### config.mk
export PLATFORM = sky130hd
export DESIGN_NAME = led_marquee_monitor
export DESIGN_NICKNAME = d
export VERILOG_FILES = /design/src/rtl/led_marquee_pkg.sv /design/src/rtl/led_run_analyze.sv /design/src/rtl/led_marquee_monitor.sv
export SDC_FILE = /design/constraint.sdc
export NUM_CORES = 1
export LEC_CHECK = 0
export CAP_MARGIN = 20
export CORE_MARGIN = 1
export CORE_UTILIZATION = 59
export CTS_CLUSTER_DIAMETER = 60
export CTS_CLUSTER_SIZE = 8
export DETAILED_ROUTE_END_ITERATION = 10
export GPL_TIMING_DRIVEN = 0
export PLACE_DENSITY = 0.82
export SYNTH_ARGS = -nofsm -noshare
export SYNTH_HDL_FRONTEND = slang
export SYNTH_SLANG_ARGS = --single-unit
export TNS_END_PERCENT = 20
### constraint.sdc
create_clock -name clk -period 2.6 [get_ports clk]
set_input_delay 0.52 -clock clk [delete_from_list [all_inputs] [get_ports clk]]
set_output_delay 0.52 -clock clk [all_outputs]
set_load 0.02 [all_outputs]
### src/rtl/led_marquee_pkg.sv
// Shared types and helpers for the LED marquee receive-side monitor.
package led_marquee_pkg;

  localparam int LED_W = 16;

  typedef enum logic [1:0] {
    IDLE  = 2'd0,
    LOCK  = 2'd1,
    ERROR = 2'd2
  } state_e;

  // One-position circular rotate left, bit 15 wraps into bit 0.
  function automatic logic [LED_W-1:0] rotl16(input logic [LED_W-1:0] x);
    return {x[LED_W-2:0], x[LED_W-1]};
  endfunction

endpackage

### src/rtl/led_run_analyze.sv
// Combinational decode of one LED sample: run length, run head, and whether
// the lit LEDs form a single circularly contiguous run.
module led_run_analyze
  import led_marquee_pkg::*;
(
  input  logic [LED_W-1:0] led_i,
  output logic [4:0]       len_o,
  output logic [3:0]       head_o,
  output logic             valid_o
);

  logic [4:0] edges;
  logic [3:0] fall_idx;
  logic       all_ones;

  // Popcount plus count of circular 1->0 edges; a single run has exactly one
  // such edge, except all-ones which has none but is still a legal run.
  always_comb begin
    len_o    = '0;
    edges    = '0;
    fall_idx = '0;
    for (int i = 0; i < LED_W; i++) begin
      len_o = len_o + 5'(led_i[i]);
      if (led_i[i] && !led_i[(i + 1) % LED_W]) begin
        edges    = edges + 5'd1;
        fall_idx = 4'(i);
      end
    end
    all_ones = &led_i;
    valid_o  = (edges == 5'd1) || all_ones;
    if (!valid_o)     head_o = '0;
    else if (all_ones) head_o = 4'(LED_W - 1);
    else              head_o = fall_idx;
  end

endmodule

### src/rtl/led_marquee_monitor.sv
// Receive-side checker for the 16-bit LED marquee bus: locks onto a single
// run, counts legal rotate-left steps, and flags illegal patterns/transitions.
module led_marquee_monitor
  import led_marquee_pkg::*;
#(
  parameter int W     = 16,
  parameter int CNT_W = 8
) (
  input  logic             clk,
  input  logic             rst_n,
  input  logic             sample,
  input  logic             clr,
  input  logic [W-1:0]     led_in,
  output logic             locked,
  output logic             err,
  output logic [4:0]       len,
  output logic [3:0]       head,
  output logic [CNT_W-1:0] step_cnt
);

  state_e           state_q, state_d;
  logic [W-1:0]     prev_q, prev_d;
  logic [4:0]       len_q, len_d;
  logic [3:0]       head_q, head_d;
  logic [CNT_W-1:0] cnt_q, cnt_d;
  logic             err_q, err_d;

  logic [4:0] a_len;
  logic [3:0] a_head;
  logic       a_valid;

  led_run_analyze u_analyze (
    .led_i   (led_in),
    .len_o   (a_len),
    .head_o  (a_head),
    .valid_o (a_valid)
  );

  // Next-state: decode fields always follow a sample; FSM checks hold before
  // rotate so an all-ones bus never counts; clr overrides count and error.
  always_comb begin
    state_d = state_q;
    prev_d  = prev_q;
    len_d   = len_q;
    head_d  = head_q;
    cnt_d   = cnt_q;
    err_d   = err_q;
    if (sample) begin
      prev_d = led_in;
      len_d  = a_len;
      head_d = a_head;
      unique case (state_q)
        IDLE: begin
          if (a_valid) state_d = LOCK;
          else begin
            state_d = ERROR;
            err_d   = 1'b1;
          end
        end
        LOCK: begin
          if (led_in == prev_q) begin
            state_d = LOCK;
          end else if (led_in == rotl16(prev_q)) begin
            if (cnt_q != {CNT_W{1'b1}}) cnt_d = cnt_q + 1'b1;
          end else begin
            state_d = ERROR;
            err_d   = 1'b1;
          end
        end
        ERROR: begin
          if (a_valid) state_d = LOCK;
        end
        default: state_d = IDLE;
      endcase
    end
    if (clr) begin
      cnt_d = '0;
      err_d = 1'b0;
    end
  end

  // State and output registers.
  always_ff @(posedge clk or negedge rst_n) begin
    if (!rst_n) begin
      state_q <= IDLE;
      prev_q  <= '0;
      len_q   <= '0;
      head_q  <= '0;
      cnt_q   <= '0;
      err_q   <= 1'b0;
    end else begin
      state_q <= state_d;
      prev_q  <= prev_d;
      len_q   <= len_d;
      head_q  <= head_d;
      cnt_q   <= cnt_d;
      err_q   <= err_d;
    end
  end

  assign locked   = (state_q == LOCK);
  assign err      = err_q;
  assign len      = len_q;
  assign head     = head_q;
  assign step_cnt = cnt_q;

endmodule

==> results.md <==
STA:
- The post-route worst setup slack is -6.998 ns.
- The final-report max-slew violation count is 0.
- At the pin with the least slew margin, the transition time is 0.8098 ns.
- The fmax is 104.2 MHz.
- The maximum clock skew at final layout is 0.006939 ns.
- Across all hold checks on the routed design, the worst slack comes to 0.3083 ns.
- Setup violations remaining at the end of the flow were counted as 14.
- Setup repair after global routing could not meet its margin everywhere.
- Subtracting the final worst setup slack from the clock period gives 9.598 ns.
- The portion of the clock cycle consumed by the worst path in the final layout is 369.1%.
- The number of hold-slack violations in the final timing report was 0.
- Headroom to the max-slew limit came out at 46.01%.

Synth:
- The flop and latch count out of synthesis is 36.
- The multiplexer share of the synthesized area is 6.175%.
- The share of Yosys cell area claimed by the top area cell type is 22.68%.
- In the synthesized netlist, the number of instances is 424.
- The number of warnings printed during yosys synthesis is 0.
- In the synthesized netlist the async set-or-reset flop fraction comes to 100.0%.
- The largest area contributor in the synthesized netlist is dfrtp_1.
- Ranked by total cell area, the synthesized netlist is headed by dfrtp_1 (23%), ha_1 (7.6%), xnor2_1 (7.1%).
- A synthesized cell averages 9.366 sq um.
- The largest family of logic cells by synthesized area is simple AND/OR/NAND/NOR gates.
- After Yosys synthesis, and, or, nand and nor cells account for 19.28% of the synthesized area.
- The sequential element share of the synthesized area is 22.68%.
- The share of synthesized cell area in full adder, half adder and majority cells is 12.60%.
- The synthesized design contains 0 enable-type register cells.
- The fraction of the mapped netlist area in compound gates is 17.77%.
- The cell area after synthesis is 0.003971 sq mm.
- When the netlist entered floorplanning its net count stood at 478.
- In the synthesized netlist the dominant register cell turns out to be dfrtp_1.
- The synthesized netlist devotes 16.23% of its cell area to XOR and XNOR gates.
- The number of distinct library cell variants in the gate-level netlist after synthesis is 78.

Worst setup path:
- The cell type of the slowest stage on the worst timing path is a211o_4.
- For the worst setup path, the data arrival time is 9.80 ns.
- The largest fanout on the critical path is 7.
- On the worst path, the slowest cell contributes a delay of 0.35 ns.
- The type of origin of the critical path is an input port.
- By startpoint and endpoint, the worst setup path is classified as in2reg.
- By instance count, the cell type seen most on the critical path is ha_4.
- The required time reported for the critical path endpoint is 2.80 ns.
- STA classifies the critical path endpoint as a flip-flop.

Status:
- The run finished, with violations left.
- The final reports fail on setup timing.

Final layout:
- The number of inserted diodes is 0.
- The finished layout holds 578 standard cells, fillers aside.
- After the last flow step, the layout net total stands at 554.
- The post-synthesis to final-layout area growth is 29.17%.
- The ratio of cells with drive above 1 in the final layout is 30.74%.

Power:
- In this run the power density over the cells is 650.6 mW/mm^2.
- Total power for the finished layout comes to 3.338 mW.
- The worst-case IR drop observed on VDD is 529.2 uV.
- Summed over all cells, the static leakage comes to 2.142 nW.

GRT:
- The number of global-route vias before repair is 3704.
- The total congestion overflow is 0.
- The global-route wire length before repair is 17110 microns.
- The overall fraction of global-route tracks in use is 30.64%.
- The number of antenna violations at the first check in global routing is 0.
- Entering global routing, the biggest net connects 37 pins.

Clock tree:
- The number of clock sinks is 36.
- Clock tree synthesis inserted a total of 5 buffers.
- The clock passes through at most 2 buffers.
- The CTS tree is built.
- The CTS clock-pin slew for the worst setup and hold paths is 0.07 ns.
- The H-tree was split into 2 levels.
- The clock latency reported for the late side of the worst-skew pair is 0.29 ns.
- The tree is rooted in a clkbuf_8.
- The number of hold buffers added after CTS was 0.

Detailed routing:
- For this block, the via count after detailed routing is 3648.
- After detailed routing, the average wire length per cell comes to 18.61 microns.
- In this run the remaining antenna-violating nets after routing total 0.
- The final routed wirelength across all metal layers is 10760 microns.
- In the routed design, unresolved DRC markers number 0.
- Before antenna repair, the detailed router went through 4 iterations.
- The violation count after the first detailed-route iteration is 216.
- In the routed layout, each cell is associated on average with a via count of 6.311.

Flow run:
- Across the run, the number of max-cap violations was 0.

Placed design:
- Routability-driven placement finished with a final weighted congestion of 0.8893.
- The wire-length estimate of the detail-placed layout is 7264 microns.
- The number of port buffers is 34.
- Prior to clock tree synthesis, the placed netlist has a worst setup slack of -8.326 ns.
- The cell count after placement is 535.

Floorplanning:
- The starting density of the core is 61.84%.
- The I/O pin total is 39.
- The floorplan has 29 rows.
- The height of the die is 84.04 microns.
- The die is 84.04 microns wide.
- The region available for standard cell placement spans 0.006422 sq mm.
- The die covers 0.007063 sq mm.

Worst hold path:
- The class of the worst hold path is in2async.
==> metrics by stage <==
stage | utilization (%) | area (sq um) | TNS [ns]
detailed placement | 70.60 | 4534 | -72.54
CTS | 77.67 | 4989 | -55.81
global placement | 70.68 | 4539 | -70.38
global route | 79.88 | 5130 | -58.30
finish | 79.88 | 5130 | -54.34
floorplan | - | 4103 | -53.00
==> cell type report <==
cell class	instances	area, sq um
Sequential cell	36	900.9
Inverter	26	101.3
Tap cell	77	96.34
Multi-Input combinational cell	342	3188
Clock inverter	1	7.507
Buffer	19	132.6
Fill cell	411	1292
Timing Repair Buffer	70	616.8
Clock buffer	7	86.33
==> placed cells by master (no fill, tap or decap), types with 13 or more instances in the layout <==
cell type / count
o21ai_0: 13
nor2_1: 33
ha_1: 15
xor2_1: 24
inv_1: 20
dfrtp_1: 36
clkdlybuf4s50_1: 22
mux2_2: 19
nand2_1: 21
xnor2_1: 30
buf_4: 37
==> synth_stat cells, types with 8 or more instances <==
library cell   n
inv_1         25
xor2_1        24
dfrtp_1       36
nand3_1        8
mux2_2        20
xnor2_1       32
a21oi_1       12
o21ai_0       16
fa_1          10
nand2_1       23
ha_1          24
nand4_1       12
clkbuf_1       8
nor2_1        37
==> what timing repair did <==
action                                  4_1_cts  5_1_grt
setup buffers                                32        9
pin swaps                                    27       46
gates resized for setup                      48       29
endpoints found under the setup margin       19       17
==> state kept, by name, indices dropped and copies added (netlist names) <==
name / count
err: 1
len: 5
state_q: 2
prev_q: 16
step_cnt: 8
head: 4
==> cells by family (layout without fill, tap and decap cells) <==
kind of cell / count (synthesis) / after routing
buf+inv: 46 / 123
xor+xnor: 64 / 64
mux: 22 / 22
compound gates: 87 / 87
simple gates: 135 / 135
fa+ha+maj: 34 / 34
flops: 36 / 36
==> per-layer routing <==
metal / track usage [%] / wire length (microns) / vias to the layer above / part of all wire (%)
li1: - / - / 1675 / -
met1: 37.13 / 4364 / 1810 / 41
met2: 54.40 / 5614 / 128 / 52
met3: 3.759 / 438 / 35 / 4.1
met4: 13.64 / 341 / 0 / 3.2
met5: 0 / 0 / - / 0
==> power by group <==
group / switching [mW] / total, mW / internal (mW)
registers: 0.0794 / 0.743 / 0.664
logic: 1.07 / 2.18 / 1.11
clock network: 0.200 / 0.415 / 0.215
==> final timing paths <==
| check | from | endpoint | slack [ns] | cells after the start |
|---|---|---|---|---|
| worst max-delay path | led_in[1] | head[0] | -7.00 | 51 |
| worst min-delay path | rst_n | len[0] | 0.31 | 1 |
| worst max register to register | prev_q[12] | step_cnt[7] | 0.38 | 8 |
| worst min register to register | len[0] | len[0] | 0.52 | 1 |
| max in group asynchronous | rst_n | prev_q[15] | 1.77 | 1 |
| min in group clk | len[0] | len[0] | 0.52 | 1 |
==> worst max-delay path, delay by kind of cell <==
family	cells	cell delay, ns
multiplexers	2	0.50
adder cells (fa/ha/maj)	15	3.79
XOR/XNOR	3	0.51
buffers and inverters	4	0.37
AO/OA/AOI/OAI	17	2.85
AND/OR/NAND/NOR	10	1.23
Note: power is estimated with default switching activity, not from simulation.
